==> config.mk <==
export PLATFORM = sky130hd
export DESIGN_NAME = fare_calc_flat
export DESIGN_NICKNAME = d
export VERILOG_FILES = /design/src/rtl/taxi_pkg.sv /design/src/rtl/fare_calc_if.sv /design/src/rtl/bin2bcd_seq.sv /design/src/rtl/fare_calc.sv /design/src/flat_wrapper.sv
export SDC_FILE = /design/constraint.sdc
export NUM_CORES = 1
export LEC_CHECK = 0
export BUFFER_PORTS_ARGS = -buffer_cell sky130_fd_sc_hd__buf_2
export CAP_MARGIN = 40
export CORE_ASPECT_RATIO = 1.25
export CORE_MARGIN = 4
export CORE_UTILIZATION = 40
export DETAILED_ROUTE_END_ITERATION = 8
export GPL_ROUTABILITY_DRIVEN = 0
export PLACE_DENSITY_LB_ADDON = 0.08
export SLEW_MARGIN = 10
export SYNTH_ARGS = -nofsm -noshare
export SYNTH_HDL_FRONTEND = slang
export SYNTH_SLANG_ARGS = --single-unit
==> constraint.sdc <==
create_clock -name clk -period 3.65 [get_ports clk]
set_input_delay 0.1825 -clock clk [delete_from_list [all_inputs] [get_ports clk]]
set_output_delay 0.1825 -clock clk [all_outputs]
set_load 0.02 [all_outputs]
==> src/rtl/taxi_pkg.sv <==
`default_nettype none
// ============================================================================
// Module      : taxi_pkg
// Description : Shared types, limits and default tariff for the taxi meter.
// Revision    : 1.0 - initial release
// ============================================================================
package taxi_pkg;

    typedef enum logic [1:0] {
        IDLE = 2'd0,
        RUN  = 2'd1,
        HOLD = 2'd2
    } state_t;

    localparam int unsigned          FARE_W   = 14;
    localparam logic [FARE_W-1:0]    FARE_MAX = 14'd9999;
    localparam logic [3:0]           DP_MASK  = 4'b0010;

    localparam int DEF_BASE_FARE = 80;
    localparam int DEF_BASE_DIST = 30;
    localparam int DEF_STEP_FEE  = 2;
    localparam int DEF_WAIT_SEC  = 60;
    localparam int DEF_WAIT_FEE  = 10;

    // Saturating add: any sum above the display limit clamps to the limit.
    function automatic logic [FARE_W-1:0] sat_add(
        input logic [FARE_W-1:0] a,
        input logic [FARE_W-1:0] b
    );
        logic [FARE_W:0] s;
        s = {1'b0, a} + {1'b0, b};
        return (s > {1'b0, FARE_MAX}) ? FARE_MAX : s[FARE_W-1:0];
    endfunction

endpackage
`default_nettype wire

==> src/rtl/fare_calc_if.sv <==
`default_nettype none
// ============================================================================
// Module      : fare_calc_if
// Description : Trip-counter inputs and display-mux outputs of the fare stage.
// Revision    : 1.0 - initial release
// ============================================================================
interface fare_calc_if;
    logic        hire;
    logic        km_tick;
    logic        sec_tick;
    logic [15:0] price;
    logic [3:0]  point;
    logic        running;
    logic        busy;

    modport master (
        output hire, km_tick, sec_tick,
        input  price, point, running, busy
    );

    modport slave (
        input  hire, km_tick, sec_tick,
        output price, point, running, busy
    );
endinterface
`default_nettype wire

==> src/rtl/bin2bcd_seq.sv <==
`default_nettype none
// ============================================================================
// Module      : bin2bcd_seq
// Description : Sequential double-dabble, one bit per cycle, 14b -> 4 BCD digits.
// Revision    : 1.0 - initial release
// ============================================================================
module bin2bcd_seq
    import taxi_pkg::*;
(
    input  wire                 clk,
    input  wire                 rst_n,
    input  wire                 i_start,
    input  wire  [FARE_W-1:0]   i_bin,
    output logic                o_busy,
    output logic                o_done,
    output logic [15:0]         o_bcd
);

    localparam logic [3:0] c_last = 4'(FARE_W);

    logic              r_busy;
    logic [3:0]        r_cnt;
    logic [FARE_W-1:0] r_bin;
    logic [15:0]       r_bcd;
    logic [15:0]       w_adj;

    generate
        for (genvar gi = 0; gi < 4; gi++) begin : g_adj
            assign w_adj[4*gi +: 4] = (r_bcd[4*gi +: 4] >= 4'd5) ?
                                      r_bcd[4*gi +: 4] + 4'd3 : r_bcd[4*gi +: 4];
        end
    endgenerate

    always_ff @(posedge clk or negedge rst_n) begin
        if (!rst_n) begin
            r_busy <= 1'b0;
            r_cnt  <= 4'd0;
            r_bin  <= '0;
            r_bcd  <= 16'h0000;
        end else if (r_busy) begin
            if (r_cnt == c_last) begin
                r_busy <= 1'b0;
            end else begin
                r_bcd <= {w_adj[14:0], r_bin[FARE_W-1]};
                r_bin <= {r_bin[FARE_W-2:0], 1'b0};
                r_cnt <= r_cnt + 4'd1;
            end
        end else if (i_start) begin
            r_busy <= 1'b1;
            r_bin  <= i_bin;
            r_bcd  <= 16'h0000;
            r_cnt  <= 4'd0;
        end
    end

    // done is high in the last busy cycle so the consumer captures on the same edge busy drops
    assign o_busy = r_busy;
    assign o_done = r_busy && (r_cnt == c_last);
    assign o_bcd  = r_bcd;

endmodule
`default_nettype wire

==> src/rtl/fare_calc.sv <==
`default_nettype none
// ============================================================================
// Module      : fare_calc
// Description : Taxi meter FSM, distance/wait counters, fare and BCD price.
// Revision    : 1.0 - initial release
// ============================================================================
module fare_calc
    import taxi_pkg::*;
#(
    parameter int BASE_FARE = DEF_BASE_FARE,
    parameter int BASE_DIST = DEF_BASE_DIST,
    parameter int STEP_FEE  = DEF_STEP_FEE,
    parameter int WAIT_SEC  = DEF_WAIT_SEC,
    parameter int WAIT_FEE  = DEF_WAIT_FEE
)(
    input  wire         clk,
    input  wire         sys_reset_n,
    fare_calc_if.slave  bus
);

    localparam int WAIT_W = $clog2(WAIT_SEC + 1);

    localparam logic [FARE_W-1:0] c_base_fare = FARE_W'(BASE_FARE);
    localparam logic [FARE_W-1:0] c_base_dist = FARE_W'(BASE_DIST);
    localparam logic [FARE_W-1:0] c_step_fee  = FARE_W'(STEP_FEE);
    localparam logic [FARE_W-1:0] c_wait_fee  = FARE_W'(WAIT_FEE);
    localparam logic [WAIT_W-1:0] c_wait_last = WAIT_W'(WAIT_SEC - 1);

    state_t             r_state, w_state_nxt;
    logic               r_hire_d;
    logic [FARE_W-1:0]  r_fare, w_fare_nxt;
    logic [FARE_W-1:0]  r_dist, w_dist_nxt;
    logic [WAIT_W-1:0]  r_wait, w_wait_nxt;
    logic [FARE_W-1:0]  r_last;
    logic [15:0]        r_price;

    logic               w_rise, w_fall;
    logic [FARE_W-1:0]  w_dist_inc;
    logic               w_start, w_busy, w_done;
    logic [15:0]        w_bcd;

    assign w_rise     = bus.hire & ~r_hire_d;
    assign w_fall     = ~bus.hire & r_hire_d;
    assign w_dist_inc = (r_dist == FARE_MAX) ? r_dist : r_dist + FARE_W'(1);

    always_comb begin
        w_state_nxt = r_state;
        w_fare_nxt  = r_fare;
        w_dist_nxt  = r_dist;
        w_wait_nxt  = r_wait;
        case (r_state)
            IDLE, HOLD: begin
                if (w_rise) begin
                    w_state_nxt = RUN;
                    w_fare_nxt  = c_base_fare;
                    w_dist_nxt  = '0;
                    w_wait_nxt  = '0;
                end
            end
            RUN: begin
                if (w_fall) begin
                    w_state_nxt = HOLD;
                end else if (bus.km_tick) begin
                    // Movement restarts the waiting period even if a second ticks too
                    w_dist_nxt = w_dist_inc;
                    w_wait_nxt = '0;
                    if (w_dist_inc > c_base_dist)
                        w_fare_nxt = sat_add(r_fare, c_step_fee);
                end else if (bus.sec_tick) begin
                    if (r_wait == c_wait_last) begin
                        w_wait_nxt = '0;
                        w_fare_nxt = sat_add(r_fare, c_wait_fee);
                    end else begin
                        w_wait_nxt = r_wait + WAIT_W'(1);
                    end
                end
            end
            default: w_state_nxt = IDLE;
        endcase
    end

    always_ff @(posedge clk or negedge sys_reset_n) begin
        if (!sys_reset_n) begin
            r_state  <= IDLE;
            r_hire_d <= 1'b0;
            r_fare   <= '0;
            r_dist   <= '0;
            r_wait   <= '0;
        end else begin
            r_state  <= w_state_nxt;
            r_hire_d <= bus.hire;
            r_fare   <= w_fare_nxt;
            r_dist   <= w_dist_nxt;
            r_wait   <= w_wait_nxt;
        end
    end

    // r_last holds the fare handed to the converter, so a change mid-conversion re-triggers later
    assign w_start = ~w_busy && (r_fare != r_last);

    always_ff @(posedge clk or negedge sys_reset_n) begin
        if (!sys_reset_n) begin
            r_last  <= '0;
            r_price <= 16'h0000;
        end else begin
            if (w_start)
                r_last <= r_fare;
            if (w_done)
                r_price <= w_bcd;
        end
    end

    bin2bcd_seq u_bin2bcd (
        .clk     (clk),
        .rst_n   (sys_reset_n),
        .i_start (w_start),
        .i_bin   (r_fare),
        .o_busy  (w_busy),
        .o_done  (w_done),
        .o_bcd   (w_bcd)
    );

    assign bus.price   = r_price;
    assign bus.point   = DP_MASK;
    assign bus.running = (r_state == RUN);
    assign bus.busy    = w_busy;

endmodule
`default_nettype wire

==> src/flat_wrapper.sv <==
// flat-port wrapper written by rule: the top's interface ports become plain ports
module fare_calc_flat import taxi_pkg::*;
#(
    parameter int BASE_FARE = DEF_BASE_FARE,
    parameter int BASE_DIST = DEF_BASE_DIST,
    parameter int STEP_FEE  = DEF_STEP_FEE,
    parameter int WAIT_SEC  = DEF_WAIT_SEC,
    parameter int WAIT_FEE  = DEF_WAIT_FEE
)
  (clk, sys_reset_n, bus_hire, bus_km_tick, bus_sec_tick, bus_price, bus_point, bus_running, bus_busy);
  fare_calc_if bus_i ();
  input  wire clk;
  input  wire sys_reset_n;
  input wire logic [$bits(bus_i.hire)-1:0] bus_hire;
  input wire logic [$bits(bus_i.km_tick)-1:0] bus_km_tick;
  input wire logic [$bits(bus_i.sec_tick)-1:0] bus_sec_tick;
  output wire logic [$bits(bus_i.price)-1:0] bus_price;
  output wire logic [$bits(bus_i.point)-1:0] bus_point;
  output wire logic [$bits(bus_i.running)-1:0] bus_running;
  output wire logic [$bits(bus_i.busy)-1:0] bus_busy;
  assign bus_i.hire = bus_hire;
  assign bus_i.km_tick = bus_km_tick;
  assign bus_i.sec_tick = bus_sec_tick;
  assign bus_price = bus_i.price;
  assign bus_point = bus_i.point;
  assign bus_running = bus_i.running;
  assign bus_busy = bus_i.busy;
  fare_calc #(.BASE_FARE(BASE_FARE), .BASE_DIST(BASE_DIST), .STEP_FEE(STEP_FEE), .WAIT_SEC(WAIT_SEC), .WAIT_FEE(WAIT_FEE)) u_core (.clk(clk), .sys_reset_n(sys_reset_n), .bus(bus_i));
endmodule
==> summary.md, run 1 <==
| Metric | Value |
|---|---|
| Status | `finished, final reports clean` |
| Critical Path Max Stage Delay | `590 ps` |
| CTS buffer count | `9` |
| Worst reg2reg path depth | `9` |
| CTS tree | `done` |
| Fmax | `318.2 MHz` |
| Rel. slew slack | `0.5954` |
| YS warnings | `0` |
| DIE WIDTH | `117.3 um` |
| Drt drc | `0` |
| Syn avg cell area | `9.179 sq um` |
| Layout cells sized above 1 | `0.1471` |
| Mapped cell area | `5976 sq um` |
| Fin nets | `680` |
| Port Buffers | `22` |
| Via count | `4791` |
| Cell taking the most area after synthesis | `dfrtp_1` |
| FFs w/ async S/R, synth | `1.000` |
| Crit path cell chain | `ha_1 -> nand4_1 -> nor4_2 -> xnor2_1 -> nand2_1 -> o21ai_2 -> maj3_1 -> a31oi_1 -> o311a_1` |
| Initial antenna violation count | `0` |
| Largest cells by area after synthesis | `dfrtp_1 (43%), o21ai_0 (5.9%), nand2_1 (5.0%)` |
| Vias in the first global route | `4669` |
| Hold slack | `198.7 ps` |
| Post-DR vias/cell | `5.677` |
| Final Critical Period | `3143 ps` |
| CORE AREA | `14530 sq um` |
| WS Path Type | `flip-flop to flip-flop` |
| Antenna Cells | `0` |
| Final worst path period share | `0.8610` |
| Setup Skew | `8.774 ps` |
| CP Data Required Time | `3880 ps` |
| Crit path launch type | `flip-flop` |
| Worst flop-to-flop path endpoint | `u_core.r_fare[12]` |
| DRT iter0 DRCs | `323` |
| Row cnt | `49` |
| Effective utilization at floorplan | `0.4113` |
| Post-route ant nets | `0` |
| Count of endpoints failing hold in the final timing report | `0` |
| Total setup buffers inserted after CTS | `0` |
| Setup TNS | `0 ps` |
| Post-synth EDFFs | `0` |
| Crit path capture type | `flip-flop` |
| Clock Path Buffers | `2` |
| First-pass GRT wire length | `23.78 mm` |
| GRT overflow | `0` |
| Pin count of the biggest net entering global routing | `65` |
| Yosys reg bits | `102` |
| Clk pin slew, worst setup/hold paths | `70 ps` |
| R2r startpoint | `u_core.r_fare[2]` |
| Synth top cells by count | `dfrtp_1 (102), nand2_1 (79), o21ai_0 (71)` |
| Worst-path maximum fanout | `13` |
| Synth Flop Type | `dfrtp_1` |
| Critical path's slowest cell | `dfrtp_1` |
| Top Ports | `27` |
| Max IR drop VDD | `0.2793 mV` |
| Yosys cell types | `74` |
| Syn Inst Count | `651` |
| Routed WL per cell | `16.73 um` |
| Count leader, synth | `dfrtp_1` |
| RSZ-0062 raised after global routing | `false` |
| Drt pass-1 iters | `5` |
| R2R setup slack | `510 ps` |
| HPWL after DPL | `9.935 mm` |
| Leak pwr | `2.950 nW` |
| Die span in y | `144.7 um` |
| Max Cap Viol | `0` |
| Final setup fails | `0` |
| Layout area overhead | `10.32%` |
| Total GRT Usage | `0.1701` |
| H-tree depth | `3` |
| Worst Hold Class | `primary input to asynchronous set/reset pin` |
| Clock sinks | `102` |
| Worst-skew pair later-pin latency | `350 ps` |
| CTS Root Cell | `clkbuf_16` |
| Routed WL | `14.12 mm` |
| PD cells | `712.4 nW/um^2` |
| Total die area | `16970 sq um` |
| Synth top area share | `0.4271` |
| Max Transition Viols Final | `0` |
| Critical path arrival | `3370 ps` |
| Seq/Total Area, Yosys | `0.4271` |
| Tightest Pin Transition | `606.9 ps` |
==> state kept, by name (all words and copies together), names as in the netlist <==
register                 cells
u_core.r_hire_d              1
u_core.r_state               2
u_core.bus.price            16
u_core.u_bin2bcd.r_bin      14
u_core.u_bin2bcd.o_bcd      16
u_core.r_dist               14
u_core.u_bin2bcd.o_busy      1
u_core.r_wait                6
u_core.r_last               14
u_core.u_bin2bcd.r_cnt       4
u_core.r_fare               14
==> metrics by stage <==
stage,total power (W),cell area (sq um),util,cells,worst slack [ps]
2_1_floorplan,0.003169,5983,-,653,1004
3_3_place_gp,0.003632,6218,0.4280,824,646.2
3_5_place_dp,0.003683,6246,0.4299,825,557.2
4_1_cts,0.004749,6588,0.4534,843,548.0
5_1_grt,0.005076,6593,0.4537,844,264.9
6_report,0.004696,6593,0.4537,844,507.5
==> critical path: cells and delay by family (launching register included) <==
family                   cells  cell delay [ps]
adder cells (fa/ha/maj)      2              790
XOR/XNOR                     1              250
AND/OR/NAND/NOR              3              630
flip-flops                   1              590
AO/OA/AOI/OAI                3              760
==> cells by family after synthesis <==
| kind of cell | after synthesis | synth area share |
|---|---|---|
| buf+inv | 68 | 0.05276 |
| mux | 38 | 0.06826 |
| xor+xnor | 31 | 0.04544 |
| simple gates | 222 | 0.1855 |
| compound gates | 172 | 0.1870 |
| flops | 102 | 0.4271 |
| fa+ha+maj | 16 | 0.03266 |
| other cells | 2 | 0.001257 |
==> cell usage in the layout (no fill, tap or decap), types with 5 or more instances in the layout <==
cell,n
a31oi_1,11
o31ai_1,7
nor2_1,36
and3_1,7
ha_1,14
nand4_1,8
xor2_1,16
mux2_2,22
nor2b_1,5
xnor2_1,15
nor3_1,9
mux2i_1,16
buf_4,17
clkbuf_16,9
a22o_1,11
o21ai_0,71
nand3_1,32
dfrtp_1,102
nand2_1,79
o211ai_1,5
buf_2,22
nand2b_1,12
inv_1,22
nor4_1,5
o22ai_1,7
a21oi_1,14
==> what timing repair did <==
item                                   in CTS  in global routing
hold buffers                                2                  0
resized for setup                           0                  0
endpoints found under the hold margin      68                  0
==> routing by layer <==
layer | vias to the layer above | part of all wire | wire, um | track usage
met5 | - | 0 | 0 | 0
met1 | 2320 | 0.45 | 6319 | 0.2146
li1 | 2350 | - | - | -
met4 | 0 | 0.024 | 344 | 0.07041
met2 | 92 | 0.50 | 7050 | 0.2935
met3 | 29 | 0.029 | 407 | 0.02877
==> final cells by class <==
class | count | area (sq um)
Tap cell | 178 | 222.7
Clock buffer | 10 | 229.0
Sequential cell | 102 | 2552
Inverter | 23 | 86.33
Multi-Input combinational cell | 483 | 3124
Timing Repair Buffer | 42 | 285.3
Clock inverter | 6 | 92.59
Fill cell | 1448 | 7938
==> where the power goes <==
part / total (W) / internal, W / switching (W)
sequential: 0.00186 / 0.00149 / 0.000367
clock: 0.00104 / 0.000607 / 0.000436
combinational: 0.00180 / 0.000743 / 0.00106
total: 0.00470 / 0.00284 / 0.00186
==> worst max-delay path by stage <==
stage | from | endpoint | slack, ps
6_report | u_core.r_fare[2] | u_core.r_fare[12] | 510
5_1_grt | u_core.r_fare[1] | u_core.r_fare[12] | 260
4_1_cts | u_core.r_fare[1] | u_core.r_fare[12] | 550
3_5_place_dp | u_core.r_fare[2] | u_core.r_fare[12] | 560
3_3_place_gp | u_core.r_fare[2] | u_core.r_fare[12] | 650
2_1_floorplan | u_core.r_fare[1] | u_core.r_fare[12] | 1000
Note: power is estimated with default switching activity, not from simulation.
==> run 2, diff against run 1 <==
REMOVE_ABC_BUFFERS = 1   (was not set)
==> run 2 against run 1 <==
  * Critical path depth unchanged
  * Final cell count stayed put
  * Fmax shrank 7.5%
  * Hold slack gained 92 ps
  * Sequential share of layout area unchanged
  * First-iteration DRC count is 9.3% lower
  * Total power down 0.87%
  * Largest power group unchanged
  * Core utilization did not move
  * Sequential power about the same
  * Via count rose by 0.17%
  * Setup slack worse by 260 ps
==> summary.md, run 2 (synthesized netlist as in run 1, its figures left out) <==
| Metric | Value |
|---|---|
| Worst reg2reg path depth | `9 (unchanged)` |
| Clk pin slew, worst setup/hold paths | `70 ps (about the same)` |
| Count of endpoints failing hold in the final timing report | `0 (unchanged)` |
| Worst-skew pair later-pin latency | `350 ps (about the same)` |
| Antenna Cells | `0 (unchanged)` |
| Effective utilization at floorplan | `0.4113 (unchanged)` |
| Pin count of the biggest net entering global routing | `58 (-11%)` |
| Max Transition Viols Final | `0 (unchanged)` |
| Post-route cell area | `6593 sq um (unchanged)` |
| Via count | `4799 (+0.17%)` |
| Util after Layout | `0.4537 (unchanged)` |
| Crit path cell chain | `ha_1 -> and2_1 -> xnor2_1 -> nand3_1 -> a22oi_1 -> o21ai_2 -> maj3_1 -> a211oi_1 -> nor3_1` |
| Final Critical Period | `3399 ps (+256.6 ps)` |
| Rel. slew slack | `0.3487 (-0.2468)` |
| Max IR drop VDD | `0.2074 mV (-26%)` |
| GRT overflow | `0 (unchanged)` |
| Post-DR vias/cell | `5.686 (+0.17%)` |
| Drt pass-1 iters | `8 (+3)` |
| WL met2 | `6.590 mm (-6.5%)` |
| HPWL after DPL | `9.622 mm (-3.2%)` |
| Finished Layout Cells | `844 (unchanged)` |
| Port Buffers | `22 (unchanged)` |
| Setup TNS | `0 ps (unchanged)` |
| Critical Path Max Stage Delay | `740 ps (+150 ps)` |
| Fmax | `294.2 MHz (-7.5%)` |
| CTS tree | `done` |
| R2R setup slack | `250 ps (-260 ps)` |
| Max Cap Viol | `0 (unchanged)` |
| Design Power | `0.004656 W (-0.87%)` |
| Worst Hold Class | `primary input to asynchronous set/reset pin` |
| Vias in the first global route | `4619 (-1.1%)` |
| Layout area overhead | `10.32% (unchanged)` |
| H-tree depth | `3 (unchanged)` |
| Top Ports | `27 (unchanged)` |
| DRT iter0 DRCs | `293 (-9.3%)` |
| CTS buffer count | `9 (unchanged)` |
| Layout cells sized above 1 | `0.1471 (unchanged)` |
| Initial antenna violation count | `0 (unchanged)` |
| Final setup fails | `0 (unchanged)` |
| Wire length on met3 | `461 um (+13%)` |
| Row cnt | `49 (unchanged)` |
| Crit path max-delay family | `adder cells` |
| Routed WL per cell | `16.59 um (-0.87%)` |
| Total GRT Usage | `0.1706 (+0.0004766)` |
| Placed cell area | `6274 sq um (+0.44%)` |
| Commonest non-fill, non-tap cell in the layout | `dfrtp_1` |
| Worst-path maximum fanout | `21 (+8)` |
| R2r startpoint | `u_core.r_fare[2]` |
| Critical path arrival | `3630 ps (+260 ps)` |
| Critical path buffers and inverters | `0 (unchanged)` |
| Commonest cells after routing, fill and taps aside | `dfrtp_1 (102), nand2_1 (79), o21ai_0 (71)` |
| Fillers | `1405 (-3.0%)` |
| Worst flop-to-flop path endpoint | `u_core.r_fare[8]` |
| Post-route ant nets | `0 (unchanged)` |
| Final worst path period share | `0.9313 (+0.07031)` |
| CORE AREA | `14530 sq um (unchanged)` |
| First-pass GRT wire length | `23.70 mm (-0.32%)` |
| Crit path launch type | `flip-flop` |
| Leak pwr | `2.947 nW (-0.12%)` |
| RSZ-0062 raised after global routing | `false` |
| Fin nets | `680 (unchanged)` |
| Wire length on met1 | `6.623 mm (+4.8%)` |
| WS Path Type | `flip-flop to flip-flop` |
| PD cells | `706.2 nW/um^2 (-0.87%)` |
| Status | `finished, final reports clean` |
| Clock sinks | `102 (unchanged)` |
| Setup Skew | `10.19 ps (+1.417 ps)` |
| DIE WIDTH | `117.3 um (unchanged)` |
| Post-CTS sizing | `0 (unchanged)` |
| Total die area | `16970 sq um (unchanged)` |
| Crit path capture type | `flip-flop` |
| CP Data Required Time | `3880 ps (about the same)` |
| Tightest Pin Transition | `968.7 ps (+361.9 ps)` |
| Drt drc | `0 (unchanged)` |
| Top routing layer used | `met4` |
| Clock Path Buffers | `2 (unchanged)` |
| Die span in y | `144.7 um (unchanged)` |
| Critical path's slowest cell | `ha_1` |
| Dpl cells | `826 (+0.12%)` |
| CTS Root Cell | `clkbuf_16` |
| Routed WL | `14.00 mm (-0.87%)` |
run 2: cell count changes in the layout (fill, tap and decap cells not counted):
| cell | before | now |
|---|---|---|
| buf_16 | 1 | 2 |
| buf_2 | 22 | 21 |
| bufinv_16 | 2 | 1 |
| clkinv_4 | 0 | 1 |
| clkinvlp_4 | 2 | 3 |
| inv_6 | 2 | 1 |
run 2: stage by stage:
step	setup slack (ps)	hold slack (ps)
finish	250.8	290.8
global route	2.675	335.0
CTS	358.2	305.4
detailed placement	376.7	122.2
global placement	503.8	315.8
floorplan	-721.3	-113.1
run 2: timing repair:
item | CTS | global route
endpoints found under the hold margin | 24 | 0
hold buffers | 2 | 0
setup buffers | 0 | 0
run 2: worst register-to-register path: stages, from the launching register on:
cell      delay (ps)
dfrtp_1          600
ha_1             740
and2_1           400
xnor2_1          160
nand3_1           90
a22oi_1          280
o21ai_2          200
maj3_1           410
a211oi_1         320
nor3_1            80
run 2: routing by layer:
| layer | GRT usage | vias to the layer above |
|---|---|---|
| li1 | - | 2349 |
| met1 | 0.2266 | 2312 |
| met2 | 0.2829 | 114 |
| met3 | 0.02061 | 24 |
| met4 | 0.07844 | 0 |
| met5 | 0 | - |
run 2: report_power, final:
group          internal [W]  switching (W)
Clock              0.000536       0.000449
Combinational      0.000754        0.00107
Sequential          0.00149       0.000353
Total               0.00278        0.00188
run 2: cell type report:
type,count,area (sq um),share of cell area
Multi-Input combinational cell,483,3124,0.4739
Sequential cell,102,2552,0.3872
Timing Repair Buffer,42,307.8,0.04669
Clock buffer,10,229.0,0.03473
Tap cell,178,222.7,0.03378
Inverter,23,86.33,0.01310
Clock inverter,6,70.07,0.01063
run 2: worst max-delay path by stage:
stage | start | to | slack (ps) | cells past startpoint
floorplan | u_core.u_bin2bcd.o_busy | u_core.u_bin2bcd.o_bcd[13] | -720 | 4
CTS | u_core.r_fare[2] | u_core.r_fare[12] | 360 | 9
global route | u_core.r_fare[2] | u_core.r_fare[12] | 3 | 9
detailed placement | u_core.r_fare[2] | u_core.r_fare[12] | 380 | 9
finish | u_core.r_fare[2] | u_core.r_fare[8] | 250 | 9
global placement | u_core.r_fare[2] | u_core.r_fare[12] | 500 | 8
